$ cat config.mk
export PLATFORM = sky130hd
export DESIGN_NAME = cdb_arbiter
export DESIGN_NICKNAME = d
export VERILOG_FILES = /design/src/rtl/cdb_arbiter_pkg.sv /design/src/rtl/cdb_arbiter_rr_pick.sv /design/src/rtl/cdb_arbiter.sv
export SDC_FILE = /design/constraint.sdc
export NUM_CORES = 1
export LEC_CHECK = 0
export CAP_MARGIN = 5
export CORE_MARGIN = 5
export CORE_UTILIZATION = 40
export DETAILED_ROUTE_END_ITERATION = 7
export GPL_TIMING_DRIVEN = 0
export PLACE_DENSITY = 0.85
export SLEW_MARGIN = 25
export SYNTH_ARGS = -nofsm -noshare
export SYNTH_HDL_FRONTEND = slang
export SYNTH_HIERARCHICAL = 1
export SYNTH_SLANG_ARGS = --single-unit
export TNS_END_PERCENT = 100
$ cat constraint.sdc
create_clock -name clk -period 6.2 [get_ports clk]
set_clock_uncertainty 0.15 [all_clocks]
set_input_delay 1.24 -clock clk [delete_from_list [all_inputs] [get_ports clk]]
set_output_delay 1.24 -clock clk [all_outputs]
set_load 0.005 [all_outputs]
$ cat src/rtl/cdb_arbiter_pkg.sv
// Shared constants for the CDB arbiter slice.
// Source indices name the default three producers; NO_LABEL marks "no producer".
package cdb_arbiter_pkg;

   localparam int unsigned LABEL_W_DEF = 4;
   localparam int unsigned DATA_W_DEF  = 32;
   localparam int unsigned NO_LABEL    = 0;

   localparam int unsigned SRC_ADD = 0;
   localparam int unsigned SRC_MUL = 1;
   localparam int unsigned SRC_LD  = 2;

   localparam int unsigned STAT_W = 16;

   // Saturating increment for the optional statistics counters.
   function automatic logic [STAT_W-1:0] sat_inc(input logic [STAT_W-1:0] v);
      return (v == '1) ? v : v + 1'b1;
   endfunction

endpackage

$ cat src/rtl/cdb_arbiter_rr_pick.sv
// Rotating priority encoder: first set bit of eligible at or after rr_ptr,
// wrapping modulo NUM_SRC (explicit wrap, so non-power-of-2 counts work).
module rr_pick
   import cdb_arbiter_pkg::*;
#(
   parameter int unsigned NUM_SRC = 3,
   parameter int unsigned PTR_W   = $clog2(NUM_SRC)
) (
   input  logic [NUM_SRC-1:0] eligible,
   input  logic [PTR_W-1:0]   rr_ptr,
   output logic [NUM_SRC-1:0] grant,
   output logic [PTR_W-1:0]   grant_idx,
   output logic               grant_vld
);

   always_comb begin
      int unsigned      cand;
      logic [PTR_W-1:0] idx;
      grant     = '0;
      grant_idx = '0;
      grant_vld = 1'b0;
      cand      = 0;
      idx       = '0;
      for (int unsigned k = 0; k < NUM_SRC; k++) begin
         cand = 32'(rr_ptr) + k;
         if (cand >= NUM_SRC) cand = cand - NUM_SRC;
         idx = PTR_W'(cand);
         if (!grant_vld && eligible[idx]) begin
            grant_vld  = 1'b1;
            grant[idx] = 1'b1;
            grant_idx  = idx;
         end
      end
   end

endmodule

$ cat src/rtl/cdb_arbiter.sv
// Round-robin Common Data Bus arbiter with a registered broadcast triple.
// Define CDB_STATS_EN to add saturating per-source grant and conflict counters.
module cdb_arbiter
   import cdb_arbiter_pkg::*;
#(
   parameter int unsigned NUM_SRC = 3,
   parameter int unsigned LABEL_W = LABEL_W_DEF,
   parameter int unsigned DATA_W  = DATA_W_DEF
) (
   input  logic                       clk,
   input  logic                       nRST,
   input  logic [NUM_SRC-1:0]         req_valid,
   input  logic [NUM_SRC*LABEL_W-1:0] req_label,
   input  logic [NUM_SRC*DATA_W-1:0]  req_data,
   output logic [NUM_SRC-1:0]         req_grant,
   output logic                       BCEN,
   output logic [LABEL_W-1:0]         BClabel,
   output logic [DATA_W-1:0]          BCdata,
   output logic                       busy
`ifdef CDB_STATS_EN
   ,
   output logic [NUM_SRC*STAT_W-1:0]  stat_grants,
   output logic [STAT_W-1:0]          stat_conflict
`endif
);

   localparam int unsigned PTR_W = $clog2(NUM_SRC);

   logic [NUM_SRC-1:0] eligible;
   logic [NUM_SRC-1:0] pick_grant;
   logic [PTR_W-1:0]   pick_idx;
   logic               pick_vld;
   logic               grant_vld;

   logic [PTR_W-1:0]   rr_ptr_q, rr_ptr_d;
   logic               bcen_q;
   logic [LABEL_W-1:0] bclabel_q, bclabel_d;
   logic [DATA_W-1:0]  bcdata_q, bcdata_d;

   // A valid request carrying tag 0 is a protocol error and is simply ignored.
   always_comb begin
      eligible = '0;
      for (int unsigned i = 0; i < NUM_SRC; i++) begin
         eligible[i] = req_valid[i] &&
                       (req_label[i*LABEL_W +: LABEL_W] != LABEL_W'(NO_LABEL));
      end
   end

   rr_pick #(
      .NUM_SRC (NUM_SRC),
      .PTR_W   (PTR_W)
   ) u_rr_pick (
      .eligible  (eligible),
      .rr_ptr    (rr_ptr_q),
      .grant     (pick_grant),
      .grant_idx (pick_idx),
      .grant_vld (pick_vld)
   );

   assign grant_vld = nRST && pick_vld;
   assign req_grant = nRST ? pick_grant : '0;
   assign busy      = |req_valid;

   always_comb begin
      bclabel_d = bclabel_q;
      bcdata_d  = bcdata_q;
      for (int unsigned i = 0; i < NUM_SRC; i++) begin
         if (pick_grant[i]) begin
            bclabel_d = req_label[i*LABEL_W +: LABEL_W];
            bcdata_d  = req_data[i*DATA_W +: DATA_W];
         end
      end
      rr_ptr_d = rr_ptr_q;
      if (pick_vld) begin
         rr_ptr_d = (pick_idx == PTR_W'(NUM_SRC - 1)) ? '0 : pick_idx + 1'b1;
      end
   end

   always_ff @(posedge clk) begin
      if (!nRST) begin
         bcen_q    <= 1'b0;
         bclabel_q <= '0;
         bcdata_q  <= '0;
         rr_ptr_q  <= '0;
      end else begin
         bcen_q    <= grant_vld;
         bclabel_q <= bclabel_d;
         bcdata_q  <= bcdata_d;
         rr_ptr_q  <= rr_ptr_d;
      end
   end

   assign BCEN    = bcen_q;
   assign BClabel = bclabel_q;
   assign BCdata  = bcdata_q;

`ifdef CDB_STATS_EN
   logic [NUM_SRC*STAT_W-1:0] grants_q;
   logic [STAT_W-1:0]         conflict_q;
   logic                      conflict;

   assign conflict = $countones(eligible) > 1;

   always_ff @(posedge clk) begin
      if (!nRST) begin
         grants_q   <= '0;
         conflict_q <= '0;
      end else begin
         for (int unsigned i = 0; i < NUM_SRC; i++) begin
            if (pick_grant[i]) begin
               grants_q[i*STAT_W +: STAT_W] <= sat_inc(grants_q[i*STAT_W +: STAT_W]);
            end
         end
         if (conflict) conflict_q <= sat_inc(conflict_q);
      end
   end

   assign stat_grants   = grants_q;
   assign stat_conflict = conflict_q;
`endif

endmodule

* Word-level counts from Yosys, hierarchy flattened
Index checks and enable logic that the tools add are counted.
Word-level totals: register bits 39, output and inout bits 41, input port bits 113, word-level logic and storage cells 70
Operators by class: magnitude comparators 9, add/subtract/negate cells 6, multiplexer cells 32, bitwise gates (word level) 2, reductions and logical operators 16, eq/ne operators 1
Operators with widths (count):
- $mux W32 | 3
- $mux W2 | 7
- $mux W3 | 4
- $mux W4 | 3
- $reduce_bool A4 Y1 | 3
- $logic_and A1 B1 Y1 | 9
- $lt A2 B3 Y1 const B | 3
- $mux W1 | 9
- $bmux W1 S2 | 3
- $demux W1 S2 | 3
- $ge A2 B1 Y1 const B | 3
- $ge A3 B2 Y1 const B | 2
- $or A3 B3 Y3 | 2
- $sub A2 B2 Y2 const B | 3
- $add A2 B1 Y3 const B | 1
- $add A2 B2 Y3 const B | 1
- $reduce_bool A3 Y1 | 1
- $reduce_or A3 Y1 | 1
- $add A2 B1 Y2 const B | 1
- $eq A2 B2 Y1 const B | 1
- $ge A2 B2 Y1 const B | 1
- $logic_not A1 Y1 | 2

* Logic depth before layout (Yosys ltp)
depth in word-level cells 14, gate-level depth with buffers 12, depth with buffers taken out 9

* Modules after synthesis
The synthesis kept the hierarchy.
By module, submodules not included:
- cdb_arbiter | cells an instance 240, instances 1, seq. area each 780.7 µm², area each 2130.8 µm²
- rr_pick | cells an instance 41, instances 1, seq. area each 0.0 µm², area each 281.5 µm²

* Worst setup path after synthesis
Ideal clock, no wire load.
path type input to output, start point input port req_label[2], end point output port req_grant[1], required time 4.810 ns, arrival 3.175 ns, buffers on the path 2, setup slack 1.635 ns, stages 8, cells stage by stage o41a_1 -> nand2b_1 -> a21oi_1 -> o21ai_0 -> o21ai_0 -> buf_4 -> buf_2 -> and2_1
Between the ends: cells in the longest elaborated chain, start to end 12, elaborated cells between the ends (all ways) 20, classes of those cells 12 x mux; 2 x bitwise; 6 x reduce/logical
RTL lines:
- from (decl) | RTL line cdb_arbiter.sv:13 | input logic [NUM_SRC*LABEL_W-1:0] req_label,
- $reduce_bool A4 Y1 (*) | RTL line cdb_arbiter.sv:45 | (req_label[i*LABEL_W +: LABEL_W] != LABEL_W'(NO_LABEL));
- $logic_and A1 B1 Y1 (*) | RTL line cdb_arbiter.sv:44 | eligible[i] = req_valid[i] &&
- $bmux W1 S2 | RTL line cdb_arbiter_rr_pick.sv:28 | if (!grant_vld && eligible[idx]) begin
- $mux W1 (implied by the code) | RTL line cdb_arbiter_rr_pick.sv:28
- $mux W1 | RTL line cdb_arbiter_rr_pick.sv:28
- $logic_not A1 Y1 | RTL line cdb_arbiter_rr_pick.sv:28
- $logic_and A1 B1 Y1 | RTL line cdb_arbiter_rr_pick.sv:28
- $mux W1 | RTL line cdb_arbiter_rr_pick.sv:28
- $logic_not A1 Y1 | RTL line cdb_arbiter_rr_pick.sv:28
- $logic_and A1 B1 Y1 | RTL line cdb_arbiter_rr_pick.sv:28
- $mux W3 (*) | RTL line cdb_arbiter_rr_pick.sv:28
- named net pick_grant[1] | RTL line cdb_arbiter.sv:30 | logic [NUM_SRC-1:0] pick_grant;
- $mux W3 (*) | RTL line cdb_arbiter.sv:61 | assign req_grant = nRST ? pick_grant : '0;
- to (decl) | RTL line cdb_arbiter.sv:15 | output logic [NUM_SRC-1:0] req_grant,
The timed path passes the listed nets; every way through them passes the cells marked *. The select of a mux whose other input is x is not followed.

* Final worst setup path
start point input port req_label[2], end point output port req_grant[1]
Between the ends: cells in the longest elaborated chain, start to end 12, elaborated cells between the ends (all ways) 20, classes of those cells 12 x mux; 2 x bitwise; 6 x reduce/logical
RTL lines:
- $reduce_bool A4 Y1 (*) | RTL line cdb_arbiter.sv:45
- $logic_and A1 B1 Y1 (*) | RTL line cdb_arbiter.sv:44
- named net eligible[0] | RTL line cdb_arbiter.sv:29 | logic [NUM_SRC-1:0] eligible;
- $bmux W1 S2 | RTL line cdb_arbiter_rr_pick.sv:28
- $mux W1 (implied by the code) | RTL line cdb_arbiter_rr_pick.sv:28
- $mux W1 | RTL line cdb_arbiter_rr_pick.sv:28
- $logic_not A1 Y1 | RTL line cdb_arbiter_rr_pick.sv:28
- $logic_and A1 B1 Y1 | RTL line cdb_arbiter_rr_pick.sv:28
- $mux W1 | RTL line cdb_arbiter_rr_pick.sv:28
- $logic_not A1 Y1 | RTL line cdb_arbiter_rr_pick.sv:28
- $logic_and A1 B1 Y1 | RTL line cdb_arbiter_rr_pick.sv:28
- $mux W3 (*) | RTL line cdb_arbiter_rr_pick.sv:28
- named net pick_grant[1] | RTL line cdb_arbiter.sv:30
- $mux W3 (*) | RTL line cdb_arbiter.sv:61
Marked as above.

==> flow_metrics.env <==
export IMPL_grt_pass1_vias=2799
export IMPL_tns_ns=0
export IMPL_final_cell_area_sq_um=4110
export IMPL_status="finished clean"
export IMPL_drt_iter0_markers=142
export IMPL_grt_ovfl_total=0
export IMPL_synth_fp_nets=398
export IMPL_crit_path_end_kind="output port"
export IMPL_syn_avg_cell_area_sq_um=8.58
export IMPL_cts_tree="built"
export IMPL_clkPwrFrac_pct=11.0
export IMPL_switchingPower_uw=599
export IMPL_timing_slew_headroom_pct=48.9
export IMPL_finalCriticalPeriod_ns=5.89
export IMPL_crit_type="in2out"
export IMPL_wl_microns=8810
export IMPL_synth_flop_cell="dfxtp_1"
export IMPL_grt_max_degree=12
export IMPL_gp_congestion=0.885
export IMPL_yosys_warnings=6
export IMPL_core_sq_um=5890
export IMPL_fin_crit_sh_pct=95.0
export IMPL_synth_cells=281
export IMPL_cts_clk_slew_worst_paths_ns=0.08
export IMPL_nFillCells=474
export IMPL_synth_edf_count=0
export IMPL_via_per_inst=5.23
export IMPL_synth_area_sq_um=2410
export IMPL_fmax_ghz=0.170
export IMPL_ctsResizeCount=0
export IMPL_htree_num_levels=2
export IMPL_switching_share_pct=39.3
export IMPL_nNetsFinal=557
export IMPL_routedWlPerCell_microns=17.1
export IMPL_ir_drop_uv=206
export IMPL_dieHeight_microns=87.7
export IMPL_pwr_share_seq_pct=25.4
export IMPL_remaining_drc_errors=0
export IMPL_ioPinCount=154
export IMPL_vias=2701
export IMPL_p_comb_share_pct=63.6
export IMPL_worstPathCellList="clkdlybuf4s50_1 > o41a_1 > nand2b_1 > a21oi_1 > o21ai_0 > o21ai_0 > buf_4 > buf_2 > and2_1 > clkdlybuf4s50_1"
export IMPL_drive_gt1_share_pct=9.98
export IMPL_path_buf_inv=4
export IMPL_yosysUniqueCellTypes=32
export IMPL_grt_pass1_wl_microns=13400
export IMPL_antenna_found_initial=0
export IMPL_cp_max_fo=10
export IMPL_rows=28
export IMPL_async_flop_share_pct=0
export IMPL_cpLargestDelayFamily="buffers and inverters"
export IMPL_track_usage_pct=22.2
export IMPL_start_util_pct=41.0
export IMPL_final_util_pct=69.8
export IMPL_maxCapViolCount=0
export IMPL_cts_setup_buffers=0
export IMPL_critPathArrivalTime_ns=4.50
export IMPL_required_ns=4.81
export IMPL_startpoint_type="primary input"
export IMPL_port_buffers=152
export IMPL_clk_latency_ns=0.29
export IMPL_p_leak_nw=1.48
export IMPL_slowest_stage="o21ai_0"
export IMPL_cts_buffers=5
export IMPL_tightest_slew_ns=0.759
export IMPL_internal_power_uw=923
export IMPL_cts_max_path_buffers=2
export IMPL_powerDensity_nw_per_um2=371
export IMPL_ant_nets=0
export IMPL_die_area_sq_um=7680
export IMPL_cts_root_buf="clkbuf_8"
export IMPL_setup_violations=0
export IMPL_holdBufCountCts=0
export IMPL_rsz0062_at_grt="false"
export IMPL_syn_to_final_growth_pct=70.3
export IMPL_drv_slew=0
export IMPL_place_hpwl_microns=7210
export IMPL_diodes=0
export IMPL_drt_pass1_iter_count=4
export IMPL_hold_class="reg2reg"
export IMPL_place_area_sq_um=4030
export IMPL_max_stage_delay_ns=0.64
export IMPL_final_hold_viol_count=0
export IMPL_clock_sinks=39
export IMPL_ys_ff_latch=39
export IMPL_yosysSeqAreaShare_pct=32.4
export IMPL_die_w_microns=87.7
## through the flow
| stage | cells | setup slack, ns | total power [mW] | hold WS, ns |
|---|---|---|---|---|
| 2_1_floorplan | 281 | 1.63 | 0.960 | 0.295 |
| 3_3_place_gp | 508 | 0.412 | 1.33 | 0.283 |
| 3_5_place_dp | 508 | 0.343 | 1.36 | 0.291 |
| 4_1_cts | 516 | 0.326 | 1.53 | 0.302 |
| 5_1_grt | 516 | 0.125 | 1.65 | 0.324 |
| 6_report | 516 | 0.309 | 1.52 | 0.300 |
## cells in the mapped netlist, drive strengths merged, types with 2 or more instances
cell type	n	area [sq um]
o41a	3	33.8
nand2	40	150
nand3b	4	30.0
clkbuf	7	27.5
ha	4	50.1
buf	15	110
a32o	20	200
mux2i	20	213
mux2	16	180
a21oi	26	130
nor2	4	15.0
dfxtp	39	781
inv	3	11.3
nand2b	22	138
o21ai	43	219
and2	4	25.0
or3	2	12.5
## sequential cells by signal, indices dropped and copies added, names as in the netlist
name      count
BCdata       32
BClabel       4
rr_ptr_q      2
BCEN          1
## area by class of cell
class	count	area [sq um]	area share, %
clock inverter	1	5.00	0.122
sequential	39	781	19.0
buffer	22	138	3.35
timing repair buffer	152	1520	37.0
tap	75	93.8	2.28
clock buffer	7	76.3	1.86
inverter	3	11.3	0.274
multi-input combinational	217	1480	36.1
## cell families (layout without fill, tap and decap cells)
logic type / after synthesis / after routing / share of synthesized area, %
adder cells (fa/ha/maj): 4 / 4 / 2.07
AO/OA/AOI/OAI: 96 / 96 / 25.7
flip-flops: 39 / 39 / 32.4
AND/OR/NAND/NOR: 81 / 81 / 17.4
multiplexers: 36 / 36 / 16.3
buffers and inverters: 25 / 185 / 6.17
## routing by layer
metal	vias up	track usage (%)	part of all wire (%)
met3	10	6.11	8.5
met5	-	0	0
met1	1241	25.5	39
met4	0	5.44	1.3
met2	111	40.5	51
li1	1339	-	-
## final timing paths
kind / startpoint / end / slack [ns] / cells after the start
worst max-delay path: req_label[2] / req_grant[1] / 0.31 / 10
worst min-delay path: BCdata[29]$_SDFFE_PN0P_ / BCdata[29]$_SDFFE_PN0P_ / 0.30 / 2
worst max register to register: rr_ptr_q[0]$_SDFFE_PN0P_ / BCdata[29]$_SDFFE_PN0P_ / 3.06 / 10
worst min register to register: BCdata[29]$_SDFFE_PN0P_ / BCdata[29]$_SDFFE_PN0P_ / 0.30 / 2
## tightest hold or removal path, stage by stage (launching register included)
cell     delay, ns
dfxtp_1       0.31
nand2_1       0.05
o21ai_1       0.05
## power by group through the flow
| stage | Clock, mW | Sequential (mW) | Combinational (mW) |
|---|---|---|---|
| floorplan | 0 | 0.397 | 0.563 |
| global placement | 0 | 0.387 | 0.947 |
| detailed placement | 0 | 0.393 | 0.971 |
| CTS | 0.169 | 0.388 | 0.974 |
| global route | 0.183 | 0.400 | 1.06 |
| finish | 0.167 | 0.387 | 0.969 |
## cells in the final DEF (no fill, tap or decap), types with 5 or more instances in the layout
master	n
nand2_1	40
clkbuf_1	8
clkbuf_8	5
mux2i_1	19
clkdlybuf4s50_1	152
a32o_1	20
a21oi_1	26
mux2_2	16
buf_2	7
dfxtp_1	39
o21ai_1	10
nand2b_1	22
o21ai_0	32
(Power assumes the default switching activity.)
